File: src/rtl/fifo_seg_display.sv
// Rate-limited consumer of the board FIFO: keeps the last four popped bytes as eight hex digits.
// Build option SEG_DP_MARK_EN lights the decimal point on the two digits of the newest byte.
module fifo_seg_display #(
    parameter int POP_DIV = 4,
    parameter int CNT_W   = 16
) (
    input  logic             clk,
    input  logic             rst,
    input  logic             fifo_empty,
    input  logic [7:0]       fifo_rd_data,
    output logic             fifo_rd_en,
    input  logic             clear,
    output logic [7:0]       seg0,
    output logic [7:0]       seg1,
    output logic [7:0]       seg2,
    output logic [7:0]       seg3,
    output logic [7:0]       seg4,
    output logic [7:0]       seg5,
    output logic [7:0]       seg6,
    output logic [7:0]       seg7,
    output logic [CNT_W-1:0] byte_cnt,
    output logic             busy
);

    localparam int TMR_W = (POP_DIV > 1) ? $clog2(POP_DIV) : 1;
    localparam logic [TMR_W-1:0] TMR_RELOAD = TMR_W'(POP_DIV - 1);

    typedef enum logic [1:0] {
        ST_IDLE    = 2'd0,
        ST_READ    = 2'd1,
        ST_CAPTURE = 2'd2
    } state_t;

    state_t             state_q, state_d;
    logic               rd_en_q, rd_en_d;
    logic               busy_q, busy_d;
    logic [31:0]        hist_q, hist_d;
    logic [3:0]         valid_q, valid_d;
    logic [CNT_W-1:0]   cnt_q, cnt_d;
    logic [TMR_W-1:0]   timer_q, timer_d;
    logic [7:0]         seg_q [8];
    logic [7:0]         seg_d [8];

    // Active-low glyph for one hex nibble: bit7=a .. bit1=g, bit0=dp off
    function automatic logic [7:0] hex_glyph(input logic [3:0] nib);
        logic [7:0] g;
        case (nib)
            4'h0:    g = 8'h03;
            4'h1:    g = 8'h9F;
            4'h2:    g = 8'h25;
            4'h3:    g = 8'h0D;
            4'h4:    g = 8'h99;
            4'h5:    g = 8'h49;
            4'h6:    g = 8'h41;
            4'h7:    g = 8'h1F;
            4'h8:    g = 8'h01;
            4'h9:    g = 8'h09;
            4'hA:    g = 8'h11;
            4'hB:    g = 8'hC1;
            4'hC:    g = 8'h63;
            4'hD:    g = 8'h85;
            4'hE:    g = 8'h61;
            4'hF:    g = 8'h71;
            default: g = 8'hFF;
        endcase
        return g;
    endfunction

    // State register
    always_ff @(posedge clk or negedge rst) begin
        if (!rst) begin
            state_q <= ST_IDLE;
        end else begin
            state_q <= state_d;
        end
    end

    // Next-state logic; clear forces IDLE from anywhere
    always_comb begin
        state_d = state_q;
        if (clear) begin
            state_d = ST_IDLE;
        end else begin
            case (state_q)
                ST_IDLE: begin
                    if ((timer_q == '0) && !fifo_empty) begin
                        state_d = ST_READ;
                    end else begin
                        state_d = ST_IDLE;
                    end
                end
                ST_READ:    state_d = ST_CAPTURE;
                ST_CAPTURE: state_d = ST_IDLE;
                default:    state_d = ST_IDLE;
            endcase
        end
    end

    // Moore outputs, registered so they follow the state register exactly
    always_comb begin
        if (state_d == ST_READ) begin
            rd_en_d = 1'b1;
        end else begin
            rd_en_d = 1'b0;
        end
        if (state_d != ST_IDLE) begin
            busy_d = 1'b1;
        end else begin
            busy_d = 1'b0;
        end
    end

    // History, count and pacing timer
    always_comb begin
        hist_d  = hist_q;
        valid_d = valid_q;
        cnt_d   = cnt_q;
        timer_d = timer_q;
        if (clear) begin
            hist_d  = 32'h0000_0000;
            valid_d = 4'b0000;
            cnt_d   = '0;
            timer_d = TMR_RELOAD;
        end else begin
            if (state_q == ST_CAPTURE) begin
                hist_d  = {hist_q[23:0], fifo_rd_data};
                valid_d = {valid_q[2:0], 1'b1};
                if (cnt_q != '1) begin
                    cnt_d = cnt_q + CNT_W'(1);
                end else begin
                    cnt_d = cnt_q;
                end
            end else begin
                hist_d  = hist_q;
                valid_d = valid_q;
            end
            // The reload is anchored to the pop start so pop starts are max(POP_DIV,3) apart
            if (state_d == ST_READ) begin
                timer_d = TMR_RELOAD;
            end else if (timer_q != '0) begin
                timer_d = timer_q - TMR_W'(1);
            end else begin
                timer_d = '0;
            end
        end
    end

    // Digit drivers: slot k (0 = newest) feeds seg(2k) low nibble and seg(2k+1) high nibble
    always_comb begin
        for (int k = 0; k < 8; k++) begin
            seg_d[k] = 8'hFF;
        end
        if (clear) begin
            for (int k = 0; k < 8; k++) begin
                seg_d[k] = 8'hFF;
            end
        end else begin
            for (int k = 0; k < 4; k++) begin
                if (valid_q[k]) begin
                    seg_d[2*k]   = hex_glyph(hist_q[8*k +: 4]);
                    seg_d[2*k+1] = hex_glyph(hist_q[8*k+4 +: 4]);
                end else begin
                    seg_d[2*k]   = 8'hFF;
                    seg_d[2*k+1] = 8'hFF;
                end
            end
`ifdef SEG_DP_MARK_EN
            if (valid_q[0]) begin
                seg_d[0][0] = 1'b0;
                seg_d[1][0] = 1'b0;
            end else begin
                seg_d[0][0] = 1'b1;
                seg_d[1][0] = 1'b1;
            end
`endif
        end
    end

    // Datapath and output registers
    always_ff @(posedge clk or negedge rst) begin
        if (!rst) begin
            rd_en_q <= 1'b0;
            busy_q  <= 1'b0;
            hist_q  <= 32'h0000_0000;
            valid_q <= 4'b0000;
            cnt_q   <= '0;
            timer_q <= TMR_RELOAD;
            for (int k = 0; k < 8; k++) begin
                seg_q[k] <= 8'hFF;
            end
        end else begin
            rd_en_q <= rd_en_d;
            busy_q  <= busy_d;
            hist_q  <= hist_d;
            valid_q <= valid_d;
            cnt_q   <= cnt_d;
            timer_q <= timer_d;
            for (int k = 0; k < 8; k++) begin
                seg_q[k] <= seg_d[k];
            end
        end
    end

    assign fifo_rd_en = rd_en_q;
    assign busy       = busy_q;
    assign byte_cnt   = cnt_q;
    assign seg0       = seg_q[0];
    assign seg1       = seg_q[1];
    assign seg2       = seg_q[2];
    assign seg3       = seg_q[3];
    assign seg4       = seg_q[4];
    assign seg5       = seg_q[5];
    assign seg6       = seg_q[6];
    assign seg7       = seg_q[7];

endmodule

File: config.mk
export PLATFORM = sky130hd
export DESIGN_NAME = fifo_seg_display
export DESIGN_NICKNAME = d
export VERILOG_FILES = /design/src/rtl/fifo_seg_display.sv
export SDC_FILE = /design/constraint.sdc
export NUM_CORES = 1
export LEC_CHECK = 0
export CAP_MARGIN = 20
export CORE_ASPECT_RATIO = 1.75
export CORE_MARGIN = 3
export CORE_UTILIZATION = 59
export DETAILED_ROUTE_END_ITERATION = 10
export HOLD_SLACK_MARGIN = 0.15
export PLACE_DENSITY = 0.86
export REMOVE_ABC_BUFFERS = 1
export SYNTH_ARGS = -nofsm -noshare
export SYNTH_HDL_FRONTEND = slang
export SYNTH_SLANG_ARGS = --single-unit
File: constraint.sdc
create_clock -name clk -period 4.05 [get_ports clk]
set_clock_uncertainty 0.15 [all_clocks]
set_input_delay 0.81 -clock clk [delete_from_list [all_inputs] [get_ports clk]]
set_output_delay 0.81 -clock clk [all_outputs]
set_load 0.05 [all_outputs]
-- After elaboration in Yosys (flattened, before gate mapping)
Memory sizes are Yosys's and may differ from the RTL's.
Cells that the tools add are included.
- register bits: 122
- bits in read-only memories: 896
- input bits: 12
- output and inout port bits: 82
- logic and storage cells: 58
- memories: 8
- $add $sub $neg: 2
- eq/ne operators: 4
- multiplexer cells: 20
- reduce and logical (&&, ||, !) cells: 9
- memory list (memory ; depth ; width ; rd ports ; clocked after Yosys merged registers in ; wr ports ; RTL line ; RTL):
    (name not given) ; 16 ; 7 ; 1 ; 0 ; 0 ; 47 ; case (nib)
    (name not given) ; 16 ; 7 ; 1 ; 0 ; 0 ; 47 ;
    (name not given) ; 16 ; 7 ; 1 ; 0 ; 0 ; 47 ;
    (name not given) ; 16 ; 7 ; 1 ; 0 ; 0 ; 47 ;
    (name not given) ; 16 ; 7 ; 1 ; 0 ; 0 ; 47 ;
    (name not given) ; 16 ; 7 ; 1 ; 0 ; 0 ; 47 ;
    +2 memories ; -- ; -- ; -- ; -- ; -- ; -- ;
- operator list (operator ; number):
    $mux W16 ; 7
    $mux W32 ; 2
    $mux W64 ; 1
    $add A16 B1 Y16 const B ; 1
    $ne A16 B16 Y1 const B ; 1
    $mux W2 ; 4
    $mux W4 ; 2
    $reduce_bool A2 Y1 ; 4
    $eq A2 B1 Y1 const B ; 2
    $logic_not A2 Y1 ; 2
    $pmux W2 S2 ; 1
    $mux W1 ; 3
    $eq A2 B2 Y1 const B ; 1
    $reduce_and A2 Y1 ; 1
    $sub A2 B1 Y2 const B ; 1
    $logic_and A1 B1 Y1 ; 1
    $logic_not A1 Y1 ; 1

-- Longest topological paths before layout
Gate-level depths: netlist of the first run.
- word-level depth: 8
- mapped depth: 6

-- Worst setup path after synthesis of the first run
No wires, ideal clock.
- path kind: register to register
- start: register cnt_q[0] (netlist: byte_cnt[0])
- end: register cnt_q[10] (netlist: byte_cnt[10])
- setup time: 0.078 ns
- data arrival time: 2.135 ns
- required time: 3.822 ns
- path slack: 1.687 ns
- cell stages (with the launch flop): 7
- path buffers: 1
- path through: dfrtp_1 > ha_1 > nand4_1 > or3_1 > buf_2 > or4_1 > a21oi_1
- longest elaborated chain between the ends: 4
- elaborated cells on any way between the ends: 7
- RTL lines (element ; RTL line ; RTL):
    from (decl) ; 39 ; logic [CNT_W-1:0] cnt_q, cnt_d;
    from (signal assigned) ; 196 ; cnt_q <= cnt_d;
    $add A16 B1 Y16 ; 129 ; cnt_d = cnt_q + CNT_W'(1);
    $mux W16 ; 128 ; if (cnt_q != '1) begin
    $mux W16 ; 125 ; if (state_q == ST_CAPTURE) begin
    $mux W16 ; 119 ; if (clear) begin
Parallel ways exist; a longest one is shown, timed or not. The select of a mux whose other input is x is not followed.
A chain may end at the register's enable or synchronous reset.

-- Worst setup path after layout of the first run
- start: register seg_q, in the netlist seg3[5]
- end: output port seg3[5]
- RTL lines (element ; RTL line ; RTL):
    from (decl) ; 41 ; logic [7:0] seg_q [8];
    from (signal, indexed assignment) ; 199 ; seg_q[k] <= seg_d[k];
    to (decl) ; 16 ; output logic [7:0] seg3,
No word-level cell between the ends.

==> qor.tcl, run 1 <==
set qor(initial_antenna_violation_count) 0
set qor(slowest_stage_delay_on_critical_path_ns) 0.80
set qor(async_reset_ff_share_pct) 100
set qor(critical_path.startpoint_type) {register}
set qor(core_um2) 10100
set qor(die-area_um2) 11800
set qor(synth_mux_area_share_pct) 1.21
set qor(syn-mean-instance-area_um2) 9.38
set qor(hpwl_um) 9010
set qor(min_period_ns) 2.70
set qor(clock_tree.htree_level_count) 4
set qor(syn_to_final_growth_pct) 22.9
set qor(place.gp.congestion) 0.853
set qor(power.total_mw) 2.60
set qor(met1Wirelength_um) 4980
set qor(postSynthRegisterBits) 114
set qor(timing.critical_path.fanout_max) 1
set qor(crit_path_end_kind) {primary output}
set qor(r2r_slack_ns) 1.63
set qor(worst_setup_slack_before_clock_tree_synthesis_ns) 1.28
set qor(ctsLongestPathBuffers) 2
set qor(final_cell_area_um2) 7620
set qor(top_ports) 94
set qor(detail_route.vias_per_cell) 5.72
set qor(synth_cell_types) 38
set qor(timing.final.max_slew_violations) 0
set qor(vdd_drop_max_v) 0.000361
set qor(rsz_0062_raised_after_global_routing) {no}
set qor(final.setup.tns_ns) 0
set qor(critPathArrivalTime_ns) 1.74
set qor(synth-seq-area-share_pct) 47.2
set qor(clk_root_buffer_cell) {sky130_fd_sc_hd__clkbuf_16}
set qor(syn_inst) 661
set qor(post_cts.resized_instances) 0
set qor(postLayoutSetupSlackWorst_ns) 1.35
set qor(timing.hold.worst_path_depth) 2
set qor(grt_pass1_vias) 4801
set qor(p_leak_nw) 2.93
set qor(std_cell_rows) 48
set qor(topRoutingLayerUsed) {met4}
set qor(met2RoutedLength_um) 7090
set qor(cts.hold.buffers_added) 0
set qor(cpLargestDelayFamily) {buffers and inverters}
set qor(initial_core_util_pct) 61.5
set qor(critical_path.slowest_cell) {sky130_fd_sc_hd__clkdlybuf4s50_1}
set qor(worst_pin_slew_ns) 1.10
set qor(worst_hold_path_type) {reg -> reg}
set qor(critical_path_required_ns) 3.09
set qor(drt_iter0_drc) 263
set qor(globalRoute.totalOverflow) 0
set qor(worst_r2r_path_depth) 4
set qor(final_layout_size_suffix_gt1_share_pct) 14.4
set qor(setup.worst_path.class) {reg -> out}
set qor(post_dp_cell_area_um2) 7060
set qor(postRouteAntennaNets) 0
set qor(clock_latency_ns) 0.41
set qor(status) {completed}
set qor(maximum_achievable_frequency_mhz) 370
set qor(crit_start) {seg3[5]}
set qor(grt_pass1_wl_um) 22400
set qor(postCtsSetupBuffers) 0
set qor(synth_compound_gate_area_share_pct) 16.9
set qor(io_buffers) 85
set qor(max_cap_violations) 0
set qor(ys_warn_count) 0
set qor(grt_max_degree) 69
set qor(wire_per_inst_um) 14.9
set qor(dr_total_vias) 4978
set qor(cts_tree) {built}
set qor(synth_flop_cell) {sky130_fd_sc_hd__dfstp_2}
set qor(diodes) 0
set qor(wl_met3_um) 558
set qor(synth-adder-area-share_pct) 11.5
set qor(crit_end) {seg3[5]}
set qor(routed_wirelength_um) 13000
set qor(simple_gate_area_share_of_the_yosys_netlist_pct) 17.9
set qor(yosys.area_share.xor_xnor_pct) 0
set qor(synth_top_family_by_area) {simple AND/OR/NAND/NOR gates}
set qor(clkTransAtPathRegs_ns) 0.05
set qor(synth_edf_count) 0
set qor(max-slew-margin-rel_pct) 26.7
set qor(syn_area_um2) 6200
set qor(detailedRoute.firstPassIterationCount) 5
set qor(power.density_cell_area_nw_per_um2) 342
set qor(cts.sink_count) 114
set qor(critical_path_buf_inv_count) 1
set qor(final-hold-violation-count) 0
set qor(dieHeight_um) 142
set qor(layout.nets) 801
set qor(grt_usage_pct) 23.2
set qor(min_period_over_period_pct) 66.7
set qor(die_width_um) 83.5
set qor(crit-reg2reg-capture) {byte_cnt[12]}
set qor(cts_made_buffers) 17
set qor(setup_viol) 0
set qor(crit_path_cell_trace) {clkdlybuf4s50_1}
set qor(cp_num_cells) 1
set qor(drc) 0
set qor(r2r-start) {state_q[0]}
-- Yosys cell counts, types with 2 or more instances --
cell type	number	share of area (%)
sky130_fd_sc_hd__inv_1	30	1.8
sky130_fd_sc_hd__and2_0	2	0.20
sky130_fd_sc_hd__and2_1	4	0.40
sky130_fd_sc_hd__nand2b_1	6	0.61
sky130_fd_sc_hd__o221ai_1	6	0.85
sky130_fd_sc_hd__nand4_1	7	0.71
sky130_fd_sc_hd__or2_2	5	0.50
sky130_fd_sc_hd__or3_1	8	0.81
sky130_fd_sc_hd__nor2b_1	19	1.9
sky130_fd_sc_hd__buf_4	8	0.97
sky130_fd_sc_hd__o311ai_0	10	1.4
sky130_fd_sc_hd__o21ai_0	30	2.4
sky130_fd_sc_hd__dfstp_2	58	25
sky130_fd_sc_hd__nor3_1	3	0.24
sky130_fd_sc_hd__o31ai_1	9	1.1
sky130_fd_sc_hd__dfrtp_1	56	23
sky130_fd_sc_hd__buf_1	2	0.12
sky130_fd_sc_hd__o21a_1	8	0.97
sky130_fd_sc_hd__and4_1	2	0.28
sky130_fd_sc_hd__nor3b_1	5	0.61
sky130_fd_sc_hd__nand2_1	135	8.2
sky130_fd_sc_hd__o211ai_1	33	4.0
sky130_fd_sc_hd__mux2_2	4	0.73
sky130_fd_sc_hd__nor2_1	19	1.1
sky130_fd_sc_hd__buf_2	2	0.16
sky130_fd_sc_hd__ha_1	57	11
sky130_fd_sc_hd__a21oi_1	59	4.8
sky130_fd_sc_hd__o21ai_1	4	0.32
sky130_fd_sc_hd__o41ai_1	2	0.28
sky130_fd_sc_hd__clkbuf_1	35	2.1
sky130_fd_sc_hd__o311ai_1	6	0.85
sky130_fd_sc_hd__or4_1	8	0.97
sky130_fd_sc_hd__nand3_1	12	0.97
sky130_fd_sc_hd__mux2i_1	3	0.48
-- routing by layer --
metal	up-vias	global-route usage, %
met5	-	0
met4	0	11.1
met3	27	4.82
met2	150	41.7
met1	2391	26.1
li1	2410	-
-- metrics by stage --
| step | hold slack [ns] | std cells | utilization [%] |
|---|---|---|---|
| after global routing | 0.369 | 870 | 75.6 |
| after global placement | 0.314 | 836 | 70.0 |
| after CTS | 0.343 | 868 | 75.4 |
| final | 0.338 | 870 | 75.6 |
| after detailed placement | 0.334 | 836 | 70.0 |
| after floorplan | 0.296 | 621 | - |
-- where the power goes --
part | internal, mW | switching (mW)
sequential | 1.15 | 0.00515
combinational | 0.0205 | 0.0668
clock | 0.868 | 0.492
total | 2.04 | 0.564
-- cell type report --
| cell class | instances | area (um2) |
|---|---|---|
| clock buffer | 21 | 462 |
| clock inverter | 11 | 87.6 |
| fill | 667 | 2470 |
| inverter | 30 | 113 |
| multi-input combinational | 477 | 2980 |
| sequential | 114 | 2930 |
| tap | 125 | 156 |
| timing repair buffer | 92 | 896 |
-- worst min path at each step --
stage | to | start | slack [ns]
2_1_floorplan | state_q[1] | state_q[1] | 0.30
3_3_place_gp | state_q[1] | state_q[1] | 0.31
3_5_place_dp | valid_q[3] | valid_q[3] | 0.33
4_1_cts | timer_q[1] | timer_q[0] | 0.34
5_1_grt | valid_q[3] | valid_q[3] | 0.37
6_report | timer_q[1] | timer_q[0] | 0.34
-- layout by cell type, fill, tap and decap left out, drive strengths merged, types with 21 or more instances in the layout --
master,count
ha,57
dfstp,58
inv,30
dfrtp,56
a21oi,59
clkbuf,21
o211ai,33
nand2,135
clkdlybuf4s50,83
o21ai,34
-- state kept, by name (all words and copies together) (netlist names) --
register / cells
seg4: 7
seg1: 7
seg0: 7
timer_q: 2
seg6: 7
byte_cnt: 16
seg2: 7
hist_q: 32
state_q: 2
fifo_rd_en: 1
busy: 1
seg3: 7
seg5: 7
seg7: 7
valid_q: 4
-- tightest hold or removal path: stages (launching register included) --
cell                      delay, ns
sky130_fd_sc_hd__dfstp_2       0.38
sky130_fd_sc_hd__nand2_1       0.06
sky130_fd_sc_hd__nand2_1       0.05
-- cell families after synthesis --
group / after synthesis
fa+ha+maj: 57
compound gates: 167
mux: 7
flops: 114
simple gates: 238
buf+inv: 77
other cells: 1
(Power assumes the default switching activity.)
==> inputs of run 2 (changes only) <==
Settings changed: CORE_UTILIZATION 59 to 55, PLACE_DENSITY 0.86 to 0.81.
Clock period 4.05 ns to 2.5 ns, I/O delays scaled along.
==> run 2 against run 1 <==
Compared with the run above: die area is 6.9% higher; worst setup slack worse by 1.2 ns; clock power is 91% higher; critical path depth stayed put; largest power group unchanged; critical endpoint is now seg3[3]; first-iteration DRC count is 16% higher; non-clock buffer count is 7 higher; register-to-register slack worse by 1.3 ns; clock-buffer cell count is 2 higher.
==> qor.tcl, run 2 (synthesis results as in run 1) <==
set qor(ctsLongestPathBuffers) 2
set qor(cts_tree) {built}
set qor(timing.critical_path.fanout_max) 1
set qor(grt_pass1_wl_um) 23400
set qor(wire_per_inst_um) 15.6
set qor(final.setup.tns_ns) 0
set qor(power.density_cell_area_nw_per_um2) 593
set qor(clock_tree.htree_level_count) 4
set qor(crit_path_end_kind) {primary output}
set qor(cts.sink_count) 114
set qor(clk_root_buffer_cell) {sky130_fd_sc_hd__clkbuf_16}
set qor(worst_setup_slack_before_clock_tree_synthesis_ns) 0.320
set qor(critical_path_required_ns) 1.85
set qor(drt_iter0_drc) 305
set qor(detail_route.vias_per_cell) 5.76
set qor(max-slew-margin-rel_pct) 41.6
set qor(stdcell_count) 882
set qor(min_period_ns) 2.38
set qor(detailedRoute.firstPassIterationCount) 5
set qor(postRouteAntennaNets) 0
set qor(core_um2) 10900
set qor(timing.final.max_slew_violations) 0
set qor(syn_to_final_growth_pct) 25.7
set qor(critPathArrivalTime_ns) 1.73
set qor(place.gp.congestion) 0.857
set qor(setup_viol) 0
set qor(p_leak_nw) 3.02
set qor(maximum_achievable_frequency_mhz) 421
set qor(top_ports) 94
set qor(io_buffers) 85
set qor(most_common_library_cell_in_the_layout_ignoring_fill_and_taps) {sky130_fd_sc_hd__nand2_1}
set qor(critical_path_buf_inv_count) 1
set qor(die_width_um) 86.3
set qor(dieHeight_um) 146
set qor(rsz_0062_raised_after_global_routing) {no}
set qor(slowest_stage_delay_on_critical_path_ns) 0.80
set qor(postLayoutSetupSlackWorst_ns) 0.122
set qor(cpLargestDelayFamily) {buffers and inverters}
set qor(power.total_mw) 4.62
set qor(post_cts.resized_instances) 0
set qor(dp_cells) 849
set qor(clkTransAtPathRegs_ns) 0.05
set qor(cts_made_buffers) 17
set qor(critical_path.startpoint_type) {register}
set qor(grt_pass1_vias) 5106
set qor(grt_max_degree) 47
set qor(setup.worst_path.class) {reg -> out}
set qor(final-hold-violation-count) 0
set qor(dr_total_vias) 5076
set qor(die-area_um2) 12600
set qor(clock_latency_ns) 0.40
set qor(mostFrequentLayoutCells) {135 x sky130_fd_sc_hd__nand2_1, 83 x sky130_fd_sc_hd__clkdlybuf4s50_1, 59 x sky130_fd_sc_hd__a21oi_1}
set qor(std_cell_rows) 50
set qor(vdd_drop_max_v) 0.000504
set qor(routed_wirelength_um) 13800
set qor(hpwl_um) 9320
set qor(grt_usage_pct) 22.9
set qor(diodes) 0
set qor(globalRoute.totalOverflow) 0
set qor(status) {completed}
set qor(layout.nets) 808
set qor(critical_path.slowest_cell) {sky130_fd_sc_hd__clkdlybuf4s50_1}
set qor(initial_antenna_violation_count) 0
set qor(number_of_flip_flops_in_the_largest_register) 32
set qor(regMostFlops) {hist_q}
set qor(drc) 0
set qor(worst_pin_slew_ns) 0.874
set qor(worst_hold_path_type) {reg -> reg}
set qor(min_period_over_period_pct) 95.1
set qor(final_layout_size_suffix_gt1_share_pct) 15.3
set qor(max_cap_violations) 0
set qor(crit_path_cell_trace) {clkdlybuf4s50_1}
set qor(initial_core_util_pct) 57.0
-- run 2: cell count changes in the layout (fill, tap and decap cells not counted) --
cell,before,now
sky130_fd_sc_hd__clkinv_2,7,3
sky130_fd_sc_hd__bufinv_16,1,4
sky130_fd_sc_hd__buf_12,0,1
sky130_fd_sc_hd__clkbuf_8,0,5
sky130_fd_sc_hd__clkbuf_1,3,1
sky130_fd_sc_hd__dlygate4sd3_1,0,1
sky130_fd_sc_hd__buf_4,8,13
sky130_fd_sc_hd__clkinvlp_4,3,2
sky130_fd_sc_hd__clkbuf_16,18,17
-- run 2: layer usage --
| metal | routed length (um) | share of wire [%] | track usage, % |
|---|---|---|---|
| met5 | 0 | 0 | 0 |
| met4 | 247 | 1.8 | 8.27 |
| met3 | 506 | 3.7 | 4.57 |
| met2 | 7740 | 56 | 41.8 |
| met1 | 5280 | 38 | 25.7 |
-- run 2: final timing paths --
| path | start | endpoint | slack [ns] | depth (start not counted) |
|---|---|---|---|---|
| worst max-delay path | seg3[3] | seg3[3] | 0.12 | 1 |
| worst min-delay path | timer_q[0] | timer_q[1] | 0.32 | 2 |
| worst max register to register | byte_cnt[0] | byte_cnt[10] | 0.33 | 5 |
| worst min register to register | timer_q[0] | timer_q[1] | 0.32 | 2 |
| max in group asynchronous | rst | seg0[1] | 1.03 | 3 |
| min in group asynchronous | rst | busy | 0.48 | 2 |
-- run 2: cell type report --
type / instances / area (um2)
Clock inverter: 9 / 150
Tap cell: 130 / 163
Fill cell: 795 / 3090
Sequential cell: 114 / 2930
Multi-Input combinational cell: 477 / 2980
Timing Repair Buffer: 99 / 963
Inverter: 30 / 113
Clock buffer: 23 / 498
-- run 2: timing repair --
item | CTS | global route
endpoints found under the hold margin | 4 | 0
hold buffers | 1 | 0
setup buffers | 0 | 0
-- run 2: power breakdown --
group	total [mW]	leakage (nW)	switching (mW)	internal, mW
Sequential	1.87	1.39	0.00767	1.87
Clock	2.60	0.315	0.806	1.80
Combinational	0.148	1.32	0.110	0.0388
-- run 2: per-stage QoR --
stage               hold WS (ns)  util (%)  cell area (um2)
floorplan                 0.0544         -             6020
global placement           0.308      65.6             7140
detailed placement         0.318      65.6             7140
CTS                        0.319      71.6             7800
global route               0.349      71.6             7800
finish                     0.320      71.6             7800
